==> src/rtl/rr_arbiter8.sv <==
// rr_arbiter8: 8-way round-robin arbiter with a held grant and a release turnaround.
// Define ARB_TIMEOUT_EN to cap grant length at HOLD_MAX cycles and pulse tout on a forced release.
module rr_arbiter8 #(
    parameter int HOLD_MAX = 16
) (
    input  logic       clk,
    input  logic       rst,
    input  logic       z,
    input  logic [7:0] req,
    output logic [7:0] gnt,
    output logic [2:0] gnt_id,
    output logic       busy,
    output logic       tout
);

    typedef enum logic {
        IDLE  = 1'b0,
        GRANT = 1'b1
    } state_t;

    if (HOLD_MAX < 2 || HOLD_MAX > 16) begin : g_hold_range
        $error("rr_arbiter8: HOLD_MAX must be within 2..16");
    end

    state_t     r_state;
    state_t     w_state_nxt;
    logic [2:0] r_ptr;
    logic [2:0] w_ptr_nxt;
    logic [2:0] r_id;
    logic [2:0] w_id_nxt;
    logic       r_turn;
    logic       w_turn_nxt;

    logic       w_found;
    logic [2:0] w_sel;
    logic [2:0] w_idx;
    logic       w_hold_exp;
    logic       w_tout_evt;

    // First set request bit scanning upward from r_ptr with wrap.
    always_comb begin
        w_found = 1'b0;
        w_sel   = 3'd0;
        w_idx   = 3'd0;
        for (int k = 0; k < 8; k++) begin
            w_idx = r_ptr + 3'(k);
            if (!w_found && req[w_idx]) begin
                w_found = 1'b1;
                w_sel   = w_idx;
            end
        end
    end

`ifdef ARB_TIMEOUT_EN
    logic [4:0] r_hold;
    logic       r_tout;

    assign w_hold_exp = (r_hold == 5'(HOLD_MAX));

    // r_hold is the 1-based cycle count of the grant currently visible.
    always_ff @(posedge clk) begin
        if (rst) begin
            r_hold <= 5'd0;
        end else if (w_state_nxt == GRANT) begin
            r_hold <= (r_state == GRANT) ? r_hold + 5'd1 : 5'd1;
        end else begin
            r_hold <= 5'd0;
        end
    end

    always_ff @(posedge clk) begin
        if (rst) begin
            r_tout <= 1'b0;
        end else begin
            r_tout <= w_tout_evt;
        end
    end

    assign tout = r_tout;
`else
    assign w_hold_exp = 1'b0;
    assign tout       = 1'b0;
`endif

    assign w_tout_evt = (r_state == GRANT) && !z && req[r_id] && w_hold_exp;

    always_ff @(posedge clk) begin
        if (rst) begin
            r_state <= IDLE;
            r_ptr   <= 3'd0;
            r_id    <= 3'd0;
            r_turn  <= 1'b0;
        end else begin
            r_state <= w_state_nxt;
            r_ptr   <= w_ptr_nxt;
            r_id    <= w_id_nxt;
            r_turn  <= w_turn_nxt;
        end
    end

    // A disable drop is not a release: no pointer advance and no turnaround.
    always_comb begin
        w_state_nxt = r_state;
        w_ptr_nxt   = r_ptr;
        w_id_nxt    = r_id;
        w_turn_nxt  = 1'b0;
        if (z) begin
            w_state_nxt = IDLE;
            w_id_nxt    = 3'd0;
        end else begin
            unique case (r_state)
                IDLE: begin
                    w_id_nxt = 3'd0;
                    if (!r_turn && w_found) begin
                        w_state_nxt = GRANT;
                        w_id_nxt    = w_sel;
                    end
                end
                GRANT: begin
                    if (!req[r_id] || w_hold_exp) begin
                        w_state_nxt = IDLE;
                        w_ptr_nxt   = r_id + 3'd1;
                        w_id_nxt    = 3'd0;
                        w_turn_nxt  = 1'b1;
                    end
                end
                default: begin
                    w_state_nxt = IDLE;
                    w_id_nxt    = 3'd0;
                end
            endcase
        end
    end

    assign gnt    = (r_state == GRANT) ? (8'd1 << r_id) : 8'd0;
    assign gnt_id = r_id;
    assign busy   = (r_state == GRANT);

endmodule

==> config.mk <==
export PLATFORM = sky130hd
export DESIGN_NAME = rr_arbiter8
export DESIGN_NICKNAME = d
export VERILOG_FILES = /design/src/rtl/rr_arbiter8.sv
export SDC_FILE = /design/constraint.sdc
export NUM_CORES = 1
export LEC_CHECK = 0
export CORE_MARGIN = 5
export CORE_UTILIZATION = 48
export CTS_CLUSTER_SIZE = 8
export DETAILED_ROUTE_END_ITERATION = 12
export GPL_ROUTABILITY_DRIVEN = 0
export PLACE_DENSITY = 0.76
export SETUP_SLACK_MARGIN = 0.3
export SLEW_MARGIN = 10
export SYNTH_ARGS = -nofsm -noshare
export SYNTH_HDL_FRONTEND = slang
export SYNTH_SLANG_ARGS = --single-unit
==> constraint.sdc <==
create_clock -name clk -period 3.1 [get_ports clk]
set_input_delay 0.31 -clock clk [delete_from_list [all_inputs] [get_ports clk]]
set_output_delay 0.31 -clock clk [all_outputs]
set_load 0.01 [all_outputs]
* After elaboration in Yosys (flattened, before gate mapping)
Index checks and enable logic that the tools add are counted.
** Word-level totals
- Bits in registers :: 8
- Word-level logic and storage cells :: 87
- Input port bits :: 11
** Operators by class
- Eq/ne operators :: 1
- Magnitude comparators :: 9
- Bitwise gates (word level) :: 3
- Add/sub/neg operators :: 8
- Reductions and logical operators :: 19
- Multiplexer cells :: 42
- Shifts and indexed selects :: 1
** Operators with widths (number)
- 3-bit by 4-bit less-than comparator with 1-bit output (second input constant) :: 9
- 3-bit two-way mux :: 10
- 1-bit binary-select mux with 3-bit select :: 9
- 1-bit two-way mux :: 20
- 3-bit adder (second input constant) :: 4
- 1-bit logical AND :: 8
- 1-bit logical NOT :: 8
- 8-bit two-way mux :: 1
- 1-bit by 3-bit << shifter with 8-bit output (first input constant) :: 1
- 3-bit by 1-bit adder with 3-bit output (second input constant) :: 2
- 3-bit by 2-bit adder with 3-bit output (second input constant) :: 2
- 3-bit case mux with 2 select lines :: 1
- 1-bit NOT :: 3
- 3-bit AND reduction :: 1
- 3-bit OR reduction :: 1
- 2-bit inequality test (second input constant) :: 1
- 1-bit case mux with 2 select lines :: 1
- 2-bit OR reduction :: 1

* Logic depth before layout (Yosys ltp)
Gate-level depths: netlist of run 1.
- Word-level depth :: 27
- Depth in mapped cells :: 11

* Worst setup path before layout of run 1
Ideal clock, no wire load.
- Path kind :: flip-flop to flip-flop
- Start :: register r_ptr[1]
- End :: register r_id[1] (netlist: gnt_id[1])
- Clock period less this slack :: 3.118 ns
- Setup slack :: -0.018 ns
- Cell stages (with the launch flop) :: 11
- Data required time :: 3.009 ns
- Data arrival time :: 3.027 ns
- Path through :: dfxtp_1 > buf_2 > inv_1 > ha_1 > mux4_2 > mux2_4 > or3_1 > a31oi_2 > nor2_1 > a311o_1 > a311oi_1
** On the way
- Word-level cells in the longest chain between the ends :: 27
- Elaborated cells on any way between the ends :: 56
** Ends and longest elaborated chain
- start, declared :: RTL line 27 : logic [2:0] r_ptr;
- start signal, assigned :: RTL line 95 : r_ptr <= w_ptr_nxt;
- branches (longest 25 deep; another with 3-bit by 1-bit adder with 3-bit output)
- 3-bit two-way mux (*) :: RTL line 114 : if (!r_turn && w_found) begin
- 3-bit case mux with 2 select lines (*) :: RTL line 111 : unique case (r_state)
- end signal, assigned :: RTL line 96 : r_id <= w_id_nxt;
- end, declared :: RTL line 29 : logic [2:0] r_id;
Mark *: on every way between the ends. The select of a mux whose other input is x is not followed.
A chain may end at the register's enable or synchronous reset.

* Final worst setup path of run 1
- Start :: register r_ptr[0]
- End :: register r_id[1] (netlist: gnt_id[1])
Same word-level chain as after synthesis.

==> results of run 1 <==
## state kept, by name, indices dropped and copies added (netlist names)
| register | count |
|---|---|
| r_ptr | 3 |
| r_turn | 1 |
| busy | 1 |
| gnt_id | 3 |
## cells in the final DEF (no fill, tap or decap), types with 4 or more instances in the layout
| cell | instances |
|---|---|
| a21oi_1 | 8 |
| and2_1 | 7 |
| and3_1 | 4 |
| buf_4 | 17 |
| clkdlybuf4s50_1 | 22 |
| dfxtp_1 | 6 |
| ha_1 | 7 |
| inv_1 | 7 |
| mux2i_1 | 18 |
| mux4_2 | 13 |
| nand2_1 | 13 |
| nand2b_1 | 4 |
| nand3_1 | 4 |
| nor2_1 | 18 |
| nor2b_1 | 4 |
| o21ai_0 | 6 |
## report_power, final
part,switching [W],internal [W]
sequential,0.00000858,0.000106
combinational,0.0000977,0.0000998
clock,0.0000433,0.0000496
total,0.000150,0.000255
## cell usage after synthesis, drive strengths merged (4+ instances only)
cell type / number
a21oi: 8
and2: 7
and3: 4
buf: 6
dfxtp: 8
ha: 8
inv: 8
mux2i: 18
mux4: 13
nand2: 13
nand2b: 4
nand3: 4
nor2: 18
nor2b: 4
o21ai: 6
## repair_timing
action | 4_1_cts | 5_1_grt
hold buffers | 0 | 0
setup endpoints to repair | 1 | 3
buffers inserted | 2 | 2
gates resized for setup | 1 | 2
pin swaps | 1 | 3
## stage by stage
| step | util, % | cell area, sq um |
|---|---|---|
| 6_report | 64.96 | 1807 |
| 3_5_place_dp | 62.39 | 1735 |
| 4_1_cts | 63.92 | 1778 |
| 5_1_grt | 64.96 | 1807 |
| 2_1_floorplan | - | 1444 |
| 3_3_place_gp | 62.39 | 1735 |
## kinds of logic after synthesis
logic type	synth area share, %
other	0.2655
adders and majority gates	7.086
muxes	36.14
DFF	11.34
AOI/OAI and AO/OA	16.48
and+or+nand+nor	19.93
buffers and inverters	6.288
xor gates and xnor gates	2.481
## worst max-delay path, delay by kind of cell (launching register included)
family | cells | cell delay [ps]
adders and majority gates | 1 | 290
AOI/OAI and AO/OA | 3 | 740
buffers and inverters | 1 | 80
muxes | 2 | 830
and+or+nand+nor | 2 | 410
DFF | 1 | 360
## cell type report
class / count / area share, %
timing repair buffer: 39 / 19.25
tap: 31 / 2.147
clock buffer: 4 / 1.454
inverter: 9 / 2.147
sequential: 8 / 9.141
multi-input combinational: 138 / 65.86
## routing by layer
metal	global-route usage, %	part of all wire (%)
met5	0	0
met4	6.361	2.5
met3	7.005	8.1
met2	35.45	50
met1	23.69	40
## final timing paths
kind | from | cells after the start | slack [ps] | endpoint
worst max-delay path | r_ptr[0] | 9 | 280 | gnt_id[1]
worst min-delay path | r_ptr[0] | 2 | 520 | r_ptr[0]
worst max register to register | r_ptr[0] | 9 | 280 | gnt_id[1]
worst min register to register | r_ptr[0] | 2 | 520 | r_ptr[0]
==> results.toml, run 1 <==
[grt]
grt_pass1_wl_um = 6858
grt_max_degree = 15
gr-total-overflow = 0
grt_pass1_vias = 1500
antenna_found_initial = 0
grtUsageTotal_pct = 20.54

[timing]
worst_slew_pin_slew_ps = 620.1
hold_ws_ps = 518.5
setup_viol = 0
period_needed_ps = 2817
min_period_over_period_pct = 90.87
max_freq_mhz = 355.0
fin_setup_tns_ps = 0
rsz0062_at_grt = "true"
slew_violations = 0
hold_viol = 0
skew_ps = 14.95
layout_setup_ws_ps = 282.9
slew_headroom_pct = 58.52

[floorplanning]
die_h_um = 64.25
start_util_pct = 50.79
io_pins = 24
die-area_sq_um = 4128
row_count = 19
die_x_um = 64.25
core_area_sq_um = 2781

[layout]
multi_input_area_sq_um = 1190
fill_cells = 225
seqCellArea_sq_um = 165.2
drive_gt1_share_pct = 21.72
syn_to_final_growth_pct = 27.90
finalNonFillerCells = 229
nets = 218
antennaDiodeCount = 0

[yosys]
synth_warnings = 0
ys.flop_type = "dfxtp_1"
yosysSeqAreaShare_pct = 11.34
postSynth.asyncResetShare_pct = 0
syn_inst = 164
avgSynthCellArea_sq_um = 8.613
synth_top_area_share_pct = 20.73
syn-cell-area_sq_um = 1413
ys_ff_latch = 8
yosys-top-cells-area = "mux4_2, mux2i_1, dfxtp_1"
syn-num-nets = 183
yosys.area.top_type = "mux4_2"
synth_cell_types = 41
synth-edff-count = 0

[power_and_ir_drop]
power_density_nw_per_um2 = 224.0
p_total_w = 0.0004047
ir_drop_mv = 0.4031
leakage_nw = 0.7253

[place]
hpwl_um = 3131
io_buffers = 22
dpl.cell_count = 221
place_ws_ps = 175.9

[cts]
cts_tree = "yes"
root_buffer = "clkbuf_4"
insertion_delay_ps = 270
clock_sinks = 8
cts_made_buffers = 3
cts_buffer_depth = 2
cts_max_level = 1
clk_pin_slew_ps = 70

[setup_path]
cp_max_fo = 5
crit_required_ps = 3270
cp.arrival_ps = 2980
slowest_delay_ps = 530
slowest_stage = "mux4_2"
path_cells = "clkinv_4 -> ha_4 -> mux4_2 -> mux2_4 -> or3_4 -> a31oi_4 -> nor2_1 -> a311o_1 -> a311oi_1"
end_kind = "register"
crit_path_start_kind = "register"
crit_type = "register to register"

[status]
status = "complete, no violations"

[detailed_routing]
first_pass_iters = 4
drt_iter0_drc = 66
vias = 1465
drt.antenna.violating_nets = 0
drc = 0
routedWlPerCell_um = 17.96
vias_per_cell = 6.397
drt-total-wl_um = 4112

[run]
cap_violations = 0

[min_path]
holdCritPathClass = "register to register"
Power figures use the tool's default switching activity.
==> run 2, diff against run 1 <==
- CORE_MARGIN: 5 -> 1.5
==> run 2 against run 1 <==
Against the previous run:
- worst hold slack improved by 83 ps
- critical path depth unchanged
- total power decreased by 1.7%
- clock power decreased by 1%
- critical path type unchanged
- flip-flop and latch count unchanged
- setup slack improved by 61 ps
- largest cell class unchanged
- fmax increased by 2.2%
- critical endpoint unchanged
- cell area decreased by 0.76%
- via count increased by 0.14%
==> results.toml, run 2 (same netlist as run 1, synthesis figures left out) <==
[layout]
fill_cells = 213
final_common_cell = "clkdlybuf4s50_1"
drive_gt1_share_pct = 21.21
finalNonFillerCells = 229
syn_to_final_growth_pct = 26.93
antennaDiodeCount = 0
layout_common_cells = "clkdlybuf4s50_1, nor2_1, mux2i_1"
nets = 218

[timing]
rsz0062_at_grt = "true"
skew_ps = 2.613
period_needed_ps = 2756
slew_violations = 0
layout_setup_ws_ps = 344.4
fin_setup_tns_ps = 0
worst_slew_pin_slew_ps = 679.0
slew_headroom_pct = 54.58
hold_ws_ps = 601.9
hold_viol = 0
max_freq_mhz = 362.9
min_period_over_period_pct = 88.89
setup_viol = 0

[setup_path]
path_delay_family = "multiplexers"
slowest_delay_ps = 550
crit_type = "register to register"
crit_required_ps = 3270
end_kind = "register"
path_cells = "clkinv_4 -> ha_4 -> mux4_2 -> mux2_4 -> or3_1 -> a31oi_2 -> nor2_1 -> a311o_1 -> a311oi_1"
cp_max_fo = 5
r2r_setup_slack_ps = 340
slowest_stage = "mux4_2"
crit_path_start_kind = "register"
crit_buf_inv = 1
cp.arrival_ps = 2930

[detailed_routing]
vias = 1467
drc = 0
drt_iter0_drc = 68
drt-total-wl_um = 4003
routedWlPerCell_um = 17.48
vias_per_cell = 6.406
first_pass_iters = 4
drt.antenna.violating_nets = 0

[cts]
cts_buffer_depth = 2
root_buffer = "clkbuf_4"
ctsHoldBuffers = 0
cts_made_buffers = 3
clk_pin_slew_ps = 60
clock_sinks = 8
insertion_delay_ps = 260
cts_max_level = 1
cts_tree = "yes"

[place]
dpl.cell_count = 220
place_ws_ps = 180.6
io_buffers = 22
hpwl_um = 2983

[power_and_ir_drop]
ir_drop_mv = 0.2420
power_density_nw_per_um2 = 221.8
switching_share_pct = 36.38
p_sw_w = 0.0001446
p_clk_share_pct = 23.1
comb_power_share_pct = 48.2
p_int_w = 0.0002530
leakage_nw = 0.7214
p_seq_share_pct = 28.8
p_total_w = 0.0003976

[floorplanning]
start_util_pct = 50.79
row_count = 19
io_pins = 24
core_area_sq_um = 2781
die_x_um = 57.25
die-area_sq_um = 3278
die_h_um = 57.25

[grt]
grt_max_degree = 15
grt_pass1_wl_um = 6361
gr-total-overflow = 0
grtUsageTotal_pct = 24.99
grt_pass1_vias = 1342
antenna_found_initial = 0

[run]
cap_violations = 0

[min_path]
holdCritPathClass = "register to register"

[status]
status = "complete, no violations"
==> run 2: cell count changes in the layout (fill, tap and decap cells not counted) <==
cell,delta
a31oi_4,-1
a31oi_2,+1
or3_1,+1
or3_4,-1
==> run 2: power groups by stage <==
stage                     Clock (W)  Combinational [W]  Sequential (W)
after floorplan                   0           0.000124        0.000114
after global placement            0           0.000176        0.000116
after detailed placement          0           0.000182        0.000117
after CTS                 0.0000920           0.000183        0.000114
after global routing       0.000101           0.000207        0.000115
final                     0.0000917           0.000192        0.000114
==> run 2: routing by layer <==
| metal | wire length (um) | GRT usage, % |
|---|---|---|
| met2 | 1991 | 39.57 |
| met4 | 91 | 8.970 |
| met3 | 352 | 5.442 |
| met1 | 1568 | 33.76 |
| met5 | 0 | 0 |
==> run 2: final timing paths <==
check / from / endpoint / cells after the start
setup / recovery: r_ptr[0] / gnt_id[1] / 9
hold / removal: r_turn / gnt_id[0] / 2
setup reg to reg: r_ptr[0] / gnt_id[1] / 9
hold reg to reg: r_turn / gnt_id[0] / 2
==> run 2: what timing repair did <==
action | 4_1_cts | 5_1_grt
endpoints found under the setup margin | 1 | 1
cloned | 0 | 0
gates resized for setup | 1 | 0
hold endpoints to repair | 0 | 0
pin swaps | 0 | 1
setup buffers | 0 | 5
==> run 2: worst min-delay path: cells and delay by family, from the launching register on <==
kind,cells,cell delay [ps]
DFF,1,330
AOI/OAI and AO/OA,2,220
==> run 2: cell type report <==
cell class | count | area (sq um) | share of cell area (%)
clock buffer | 4 | 26.28 | 1.465
timing repair buffer | 39 | 347.8 | 19.40
tap | 31 | 38.79 | 2.163
sequential | 8 | 165.2 | 9.211
multi-input combinational | 138 | 1176 | 65.60
inverter | 9 | 38.79 | 2.163
==> run 2: through the flow <==
stage	area (sq um)	utilization (%)
2_1_floorplan	1444	-
3_3_place_gp	1728	62.12
3_5_place_dp	1728	62.12
4_1_cts	1755	63.11
5_1_grt	1793	64.46
6_report	1793	64.46
